## config.mk

```make
export PLATFORM = sky130hd
export DESIGN_NAME = byte_lane_packer
export DESIGN_NICKNAME = d
export VERILOG_FILES = /design/src/rtl/packer_pkg.sv /design/src/rtl/packer_out_reg.sv /design/src/rtl/byte_lane_packer.sv
export SDC_FILE = /design/constraint.sdc
export NUM_CORES = 1
export LEC_CHECK = 0
export ABC_AREA = 1
export CAP_MARGIN = 20
export CORE_ASPECT_RATIO = 0.9
export CORE_MARGIN = 1
export CORE_UTILIZATION = 40
export CTS_CLUSTER_DIAMETER = 60
export DETAILED_ROUTE_END_ITERATION = 6
export PLACE_DENSITY = 0.75
export SLEW_MARGIN = 20
export SYNTH_ARGS = -nofsm -noshare
export SYNTH_HDL_FRONTEND = slang
export SYNTH_SLANG_ARGS = --single-unit
```

## constraint.sdc

```tcl
create_clock -name clk -period 2.98 [get_ports clk]
set_input_delay 0.745 -clock clk [delete_from_list [all_inputs] [get_ports clk]]
set_output_delay 0.745 -clock clk [all_outputs]
set_load 0.02 [all_outputs]
```

## src/rtl/packer_pkg.sv

```systemverilog
// Shared definitions for the byte lane packer: default geometry, lane mask
// and word types at the default geometry, and the accumulator state enum.
package packer_pkg;

  localparam int BYTE_W_DEF  = 8;
  localparam int N_LANES_DEF = 2;

  typedef logic [N_LANES_DEF-1:0]            lane_mask_t;
  typedef logic [N_LANES_DEF*BYTE_W_DEF-1:0] word_t;

  typedef enum logic {
    EMPTY = 1'b0,
    PART  = 1'b1
  } acc_state_e;

endpackage

```

## src/rtl/packer_out_reg.sv

```systemverilog
// Valid/ready output holding register for the byte lane packer.
// Loads a packed word and its byte enables, holds them while the consumer
// stalls, and drops valid once the word is consumed with nothing new behind it.
module packer_out_reg
  import packer_pkg::*;
#(
  parameter int W = N_LANES_DEF * BYTE_W_DEF,
  parameter int N = N_LANES_DEF
) (
  input  logic         clk,
  input  logic         resetn,
  input  logic         load,
  input  logic [W-1:0] load_d,
  input  logic [N-1:0] load_be,
  input  logic         out_ready,
  output logic         out_valid,
  output logic [W-1:0] out_d,
  output logic [N-1:0] out_byteena
);

  // Load has priority so a consume and a new word on the same edge keep valid high.
  always_ff @(posedge clk or negedge resetn) begin
    if (!resetn) begin
      out_valid   <= 1'b0;
      out_d       <= '0;
      out_byteena <= '0;
    end else if (load) begin
      out_valid   <= 1'b1;
      out_d       <= load_d;
      out_byteena <= load_be;
    end else if (out_ready) begin
      out_valid   <= 1'b0;
    end
  end

endmodule

```

## src/rtl/byte_lane_packer.sv

```systemverilog
// Byte lane packer: collects a valid/ready byte stream into N_LANES-byte
// words with a per-byte enable mask for a byte-enabled write port.
// Words close when the top lane fills, on in_last, on flush, or (when the
// PACKER_TIMEOUT_EN macro is defined) after TIMEOUT_CYCLES idle cycles.
module byte_lane_packer
  import packer_pkg::*;
#(
  parameter int N_LANES        = N_LANES_DEF,
  parameter int BYTE_W         = BYTE_W_DEF,
  parameter int TIMEOUT_CYCLES = 16
) (
  input  logic                      clk,
  input  logic                      resetn,
  input  logic                      in_valid,
  output logic                      in_ready,
  input  logic [BYTE_W-1:0]         in_data,
  input  logic                      in_last,
  input  logic                      flush,
  output logic                      out_valid,
  input  logic                      out_ready,
  output logic [N_LANES*BYTE_W-1:0] out_d,
  output logic [N_LANES-1:0]        out_byteena
);

  localparam int               PTR_W     = $clog2(N_LANES);
  localparam int               WORD_W    = N_LANES * BYTE_W;
  localparam logic [PTR_W-1:0] LAST_LANE = PTR_W'(N_LANES - 1);

  acc_state_e          state_q, state_n;
  logic [PTR_W-1:0]    ptr_q, ptr_n;
  logic [WORD_W-1:0]   acc_data_q, acc_data_n;
  logic [N_LANES-1:0]  acc_mask_q, acc_mask_n;
  logic                flush_pend_q, flush_pend_n;

  logic                slot_free;
  logic                accept;
  logic                emit_cond;
  logic                emit;
  logic                timeout_flush;
  logic [WORD_W-1:0]   merged_data;
  logic [N_LANES-1:0]  merged_mask;

  // The last lane can only be taken when the output slot can receive the word it completes.
  assign slot_free = !out_valid || out_ready;
  assign in_ready  = slot_free || (ptr_q != LAST_LANE);
  assign accept    = in_valid && in_ready;

`ifdef PACKER_TIMEOUT_EN
  localparam int              TO_W   = $clog2(TIMEOUT_CYCLES + 1);
  localparam logic [TO_W-1:0] TO_MAX = TO_W'(TIMEOUT_CYCLES - 1);

  logic [TO_W-1:0] idle_cnt_q;
  logic            idle_now;

  assign idle_now      = (state_q == PART) && !accept;
  assign timeout_flush = idle_now && (idle_cnt_q == TO_MAX);

  // Count idle cycles of a partial word; the cycle that would reach the limit raises the flush.
  always_ff @(posedge clk or negedge resetn) begin
    if (!resetn) begin
      idle_cnt_q <= '0;
    end else if (accept || emit) begin
      idle_cnt_q <= '0;
    end else if (idle_now && (idle_cnt_q != TO_MAX)) begin
      idle_cnt_q <= idle_cnt_q + TO_W'(1);
    end
  end
`else
  // No idle timer in this build: partial words wait for in_last or flush.
  assign timeout_flush = 1'b0 & (TIMEOUT_CYCLES != 0);
`endif

  // Merge this cycle's byte, decide whether a word closes, and compute the next accumulator.
  always_comb begin
    merged_data  = acc_data_q;
    merged_mask  = acc_mask_q;
    state_n      = state_q;
    ptr_n        = ptr_q;
    acc_data_n   = acc_data_q;
    acc_mask_n   = acc_mask_q;
    flush_pend_n = flush_pend_q;

    if (accept) begin
      merged_data[ptr_q*BYTE_W +: BYTE_W] = in_data;
      merged_mask[ptr_q]                  = 1'b1;
    end

    emit_cond = (accept && (ptr_q == LAST_LANE))
             || (accept && in_last)
             || ((flush || flush_pend_q || timeout_flush) && ((state_q == PART) || accept));
    emit      = emit_cond && slot_free;

    if (emit) begin
      state_n      = EMPTY;
      ptr_n        = '0;
      acc_data_n   = '0;
      acc_mask_n   = '0;
      flush_pend_n = 1'b0;
    end else begin
      if (accept) begin
        state_n    = PART;
        ptr_n      = ptr_q + PTR_W'(1);
        acc_data_n = merged_data;
        acc_mask_n = merged_mask;
      end
      if (emit_cond) begin
        flush_pend_n = 1'b1;
      end
    end
  end

  // Accumulator state register; reset discards any partial word.
  always_ff @(posedge clk or negedge resetn) begin
    if (!resetn) begin
      state_q      <= EMPTY;
      ptr_q        <= '0;
      acc_data_q   <= '0;
      acc_mask_q   <= '0;
      flush_pend_q <= 1'b0;
    end else begin
      state_q      <= state_n;
      ptr_q        <= ptr_n;
      acc_data_q   <= acc_data_n;
      acc_mask_q   <= acc_mask_n;
      flush_pend_q <= flush_pend_n;
    end
  end

  packer_out_reg #(
    .W (WORD_W),
    .N (N_LANES)
  ) u_out_reg (
    .clk         (clk),
    .resetn      (resetn),
    .load        (emit),
    .load_d      (merged_data),
    .load_be     (merged_mask),
    .out_ready   (out_ready),
    .out_valid   (out_valid),
    .out_d       (out_d),
    .out_byteena (out_byteena)
  );

endmodule

```

# [Word level (Yosys, flattened, before mapping)]
# Index checks and enable logic that the tools add are counted.
# W data, S select, Z words.
[word_totals] ff_bits=40 latch_bits=0 mem_bits_rw=0 mem_bits_ro=0 input_bits=14 output_inout_bits=20 elab_cells=49 memories=0
[op_classes] add_sub_neg=2 n_mul=0 div_mod_pow=0 n_lt_le_gt_ge=2 n_eq_ne=0 shifts=2 n_mux=17 bitwise_logic=2 n_reduce_logical=16
[ops] cell="$mux W16" count=3
[ops] cell="$neg A4 Y34" count=1
[ops] cell="$shift A8 B34 Y16 const A" count=1
[ops] cell="$shiftx A8 B34 Y16" count=1
[ops] cell="$bwmux W16" count=1
[ops] cell="$mux W1" count=9
[ops] cell="$logic_and A1 B1 Y1" count=6
[ops] cell="$logic_or A1 B1 Y1" count=6
[ops] cell="$mux W2" count=3
[ops] cell="$reduce_bool A2 Y1" count=3
[ops] cell="$lt A1 B2 Y1 const B" count=1
[ops] cell="$or A2 B2 Y2" count=1
[ops] cell="$add A1 B1 Y1 const B" count=1
[ops] cell="$demux W1 S1" count=1
[ops] cell="$ge A1 B1 Y1 const B" count=1
[ops] cell="$logic_not A1 Y1" count=1
[ops] cell="$not A1 Y1" count=1

# [Logic depth before layout (Yosys ltp)]
[logic_depth] depth_word=9 mapped_depth=10 mapped_depth_nobuf=9

# [Modules after synthesis]
# Synthesis repeated with hierarchy kept, for this count alone.
[hier_totals] cells_unflattened=208 area_unflattened_um2=1920.6
[by_module_without_submodules] mod="byte_lane_packer" n_inst=1 cells_per_inst=128 area_per_inst_um2=1172.4 seq_area_each_um2=525.5
[by_module_without_submodules] mod="packer_out_reg" n_inst=1 cells_per_inst=80 area_per_inst_um2=748.2 seq_area_each_um2=475.5

# [Worst setup path after synthesis]
# No wires, ideal clock.
[synth_timing] kind="input to register" from="input out_ready" to="register u_out_reg.out_byteena[0]" setup_ns=0.117 t_arrival_ns=1.625 required_ns=2.863 slack_ns=1.238 path_stages=10 n_path_buf=2 cell_sequence="inv_1 > nand3_2 > nand2_1 > nand2_1 > nand2_1 > nand2_2 > buf_6 > buf_6 > nand3_1 > nand2_1"
[synth_via] elab_chain_cells=7 word_cells_on_any_way=11 cone_classes="mux (1); reduce/logical (10)"
[synth_lines] element="start, declared" line_no="byte_lane_packer.sv:20" source="input logic out_ready,"
[synth_lines] element="$logic_or A1 B1 Y1 *" line_no="byte_lane_packer.sv:44" source="assign slot_free = !out_valid || out_ready;"
[synth_lines] element="$logic_or A1 B1 Y1 *" line_no="byte_lane_packer.sv:45" source="assign in_ready = slot_free || (ptr_q != LAST_LANE);"
[synth_lines] element="via in_ready" line_no="byte_lane_packer.sv:15" source="output logic in_ready,"
[synth_lines] element="$logic_and A1 B1 Y1 *" line_no="byte_lane_packer.sv:46" source="assign accept = in_valid && in_ready;"
[synth_lines] element="$logic_and A1 B1 Y1, or another cell as far along" line_no="byte_lane_packer.sv:88" source="emit_cond = (accept && (ptr_q == LAST_LANE))"
[synth_lines] element="$logic_or A1 B1 Y1 or $logic_and A1 B1 Y1 (tied branches)" line_no="byte_lane_packer.sv:89, byte_lane_packer.sv:90"
[synth_lines] element="$logic_or A1 B1 Y1" line_no="byte_lane_packer.sv:90" source="|| ((flush || flush_pend_q || timeout_flush) && ((state_q == PART) || accept));"
[synth_lines] element="$logic_and A1 B1 Y1" line_no="byte_lane_packer.sv:91" source="emit = emit_cond && slot_free;"
[synth_lines] element="end signal, assigned" line_no="packer_out_reg.sv:30" source="out_byteena <= load_be;"
[synth_lines] element="end, declared" line_no="packer_out_reg.sv:18" source="output logic [N-1:0] out_byteena"
# The timed path passes the listed nets; every way through them passes the cells marked *.
# A chain may end at the register's enable or synchronous reset.

# [Worst setup path in the final report]
[layout_timing] from="input out_ready" to="output in_ready"
[layout_via] elab_chain_cells=2
[layout_lines] element="$logic_or A1 B1 Y1" line_no="byte_lane_packer.sv:44"
[layout_lines] element="$logic_or A1 B1 Y1" line_no="byte_lane_packer.sv:45"
[layout_lines] element="end, declared" line_no="byte_lane_packer.sv:15"
# No other way between the ends.

==> qor.yml <==
yosys_register_bits: 40
rsz0062_at_grt: "no"
die_h_um: 65.5
synth_top_family_by_area: "simple AND/OR/NAND/NOR gates"
core-area_um2: 4180
fin_nets: 234
cts_made_buffers: 5
min_to: "u_out_reg.out_d[6]$_DFFE_PN0P_"
vias_per_cell: 4.70
antenna_found_initial: 0
fin_setup_tns_ns: 0
drt-initial-drc-count: 88
ys_warn_count: 0
critPathTopFamily: "buffers and inverters"
finalHoldViolations: 0
path_cells: "clkdlybuf4s50_1, inv_1, nand3_2, clkdlybuf4s50_1"
portBuffers: 33
clockBufferDepth: 2
synth_compound_area_frac: 0.153
synth.yosys.seq_area_share: 0.558
track_usage: 0.163
hold_path.class: "reg2reg"
synth_edf_count: 0
fmax_mhz: 372
place_congestion: 0.707
cts_resized: 0
grt_pass1_vias: 1228
skew_ns: 0.00469
cts_sinks: 40
fillCellCount: 408
synth_xor_area_frac: 0
std_cell_rows: 22
fin_crit_sh: 0.902
ant_nets: 0
r2r_cells: 9
ys_async_sr_fraction: 1.00
stdcell_count: 281
setup_viol: 0
path_buf_inv: 3
critPathSlowestCell: "clkdlybuf4s50_1"
antenna_cells: 0
cts_max_level: 2
synthMuxAreaShare: 0
rr_endpoint: "u_out_reg.out_d[9]$_DFFE_PN0P_"
cts_tree: "yes"
power_density_nw_per_um2: 1000
required_ns: 2.24
start_util: 0.429
r2r_start: "ptr_q$_DFFE_PN0P_"
post-route-drc-count: 0
synthesis.nets: 204
grt-ovfl-total: 0
syn_area_per_cell_um2: 9.44
dieArea_um2: 4750
slowest_delay_ns: 0.60
clk_latency_ns: 0.30
max-cap-violations: 0
leakage_nw: 1.09
worst_slew_pin_slew_ns: 0.877
status: "complete, no violations"
holdCritStartpoint: "u_out_reg.out_d[6]$_DFFE_PN0P_"
crit_type: "in2out"
syn_to_final_growth_pct: 25.1
path_clk_slew_ns: 0.07
synth_simple_gate_area_frac: 0.206
die_x_um: 72.6
endpoint_kind: "output port"
clockRootBuffer: "clkbuf_8"
netlist_area_um2: 1790
r2r_setup_slack_ns: 1.40
crit_top_cell: "clkdlybuf4s50_1"
fin_crit_ns: 2.69
synth_ff_type: "dfrtp_1"
io_pins: 34
critPathLaunchType: "primary input"
maxSlewViolCount: 0
synthAdderAreaFrac: 0
peakVddDrop_uv: 669
dp_hpwl_mm: 2.08
cts_hold_buf: 0
vias: 1320
dp_cells: 273
arrival_ns: 1.94
wl_per_cell_um: 11.8
synthCells: 190
grt_pass1_wl_mm: 5.69
synthDistinctLibCells: 22
post-cts-setup-buffers: 0
slew_headroom: 0.416
critPathMaxFanout: 3
finalWirelength_mm: 3.31
grt_max_degree: 41
whs_path_depth: 2
firstDrtPassIters: 4
drive_gt1_frac: 0.118
cells in the mapped netlist, types with 2 or more instances:
cell type	count	share of area
dfrtp_1	40	0.56
nand2_2	2	0.0070
a21boi_0	11	0.046
inv_1	13	0.027
a21boi_1	7	0.029
buf_6	3	0.019
nand3_2	2	0.011
nand2_1	61	0.13
o21ai_2	8	0.039
buf_4	2	0.0084
clkbuf_1	2	0.0042
nand3_1	19	0.053
o21ai_0	9	0.025
buf_2	3	0.0084
stage by stage:
step	worst slack (ns)	total power, mW	instance area (µm²)	hold slack (ns)	utilization
after floorplan	1.24	1.48	1790	0.449	-
after global placement	0.292	1.76	2120	0.455	0.506
after detailed placement	0.296	1.78	2120	0.458	0.506
after CTS	0.290	2.27	2240	0.477	0.536
after global routing	0.255	2.40	2240	0.491	0.536
final	0.291	2.24	2240	0.469	0.536
placed cells by master, fill, tap and decap left out:
cell and n:
clkdlybuf4s50_1 32, bufinv_16 1, or2_2 1, dfrtp_1 40, o21ai_2 8, a21boi_2 1
inv_1 13, a21oi_1 1, buf_2 1, o211ai_1 1, nand3_1 19, clkbuf_8 7
nand3_2 2, a21boi_1 7, nand2_2 2, buf_4 3, o21ai_0 9, nand2_1 61
a21boi_0 11, or2_1 1
sequential cells by signal, summed over array words and instances (netlist names):
name / flops
acc_data_q: 16
u_out_reg.out_d: 16
acc_mask_q: 2
u_out_reg.out_byteena: 2
flush_pend_q: 1
ptr_q: 1
state_q: 1
u_out_reg.out_valid: 1
power by group:
part / switching [mW] / internal (mW) / leakage [nW]
Sequential: 0.0921 / 0.740 / 0.529
Combinational: 0.538 / 0.386 / 0.497
Clock: 0.189 / 0.295 / 0.0645
logic make-up after synthesis:
logic type | count (synthesis)
AOI/OAI and AO/OA | 38
DFF | 40
buffers and inverters | 26
and+or+nand+nor | 86
worst max path at each step:
stage | to | slack [ns] | startpoint | cells past startpoint
after floorplan | u_out_reg.out_byteena[0]$_DFFE_PN0P_ | 1.24 | out_ready | 10
after global placement | in_ready | 0.29 | out_ready | 4
after detailed placement | in_ready | 0.30 | out_ready | 4
after CTS | in_ready | 0.29 | out_ready | 4
after global routing | in_ready | 0.25 | out_ready | 4
final | in_ready | 0.29 | out_ready | 4
layer usage:
| layer | vias up | track usage | share of wire | routed length, µm |
|---|---|---|---|---|
| li1 | 670 | - | - | - |
| met1 | 607 | 0.223 | 0.48 | 1580 |
| met2 | 36 | 0.235 | 0.45 | 1500 |
| met3 | 7 | 0.0368 | 0.044 | 146 |
| met4 | 0 | 0.0956 | 0.023 | 76 |
| met5 | - | 0 | 0 | 0 |
cell type report:
type / count / area [µm²] / share of cell area
Clock inverter: 1 / 30.0 / 0.0134
Tap cell: 60 / 75.1 / 0.0335
Sequential cell: 40 / 1000 / 0.446
Inverter: 13 / 48.8 / 0.0218
Timing Repair Buffer: 36 / 348 / 0.155
Multi-Input combinational cell: 124 / 643 / 0.287
Clock buffer: 7 / 96.3 / 0.0430
worst reg2reg max path, cell delays in order, from the launching register on:
cell and delay, ns:
dfrtp_1 0.45, nand3_2 0.13, nand2_1 0.07, nand2_1 0.06, nand2_1 0.09, nand2_2 0.06, nand2_1 0.27, buf_4 0.26
nand2_1 0.08, nand2_1 0.06
Power figures use the tool's default switching activity.
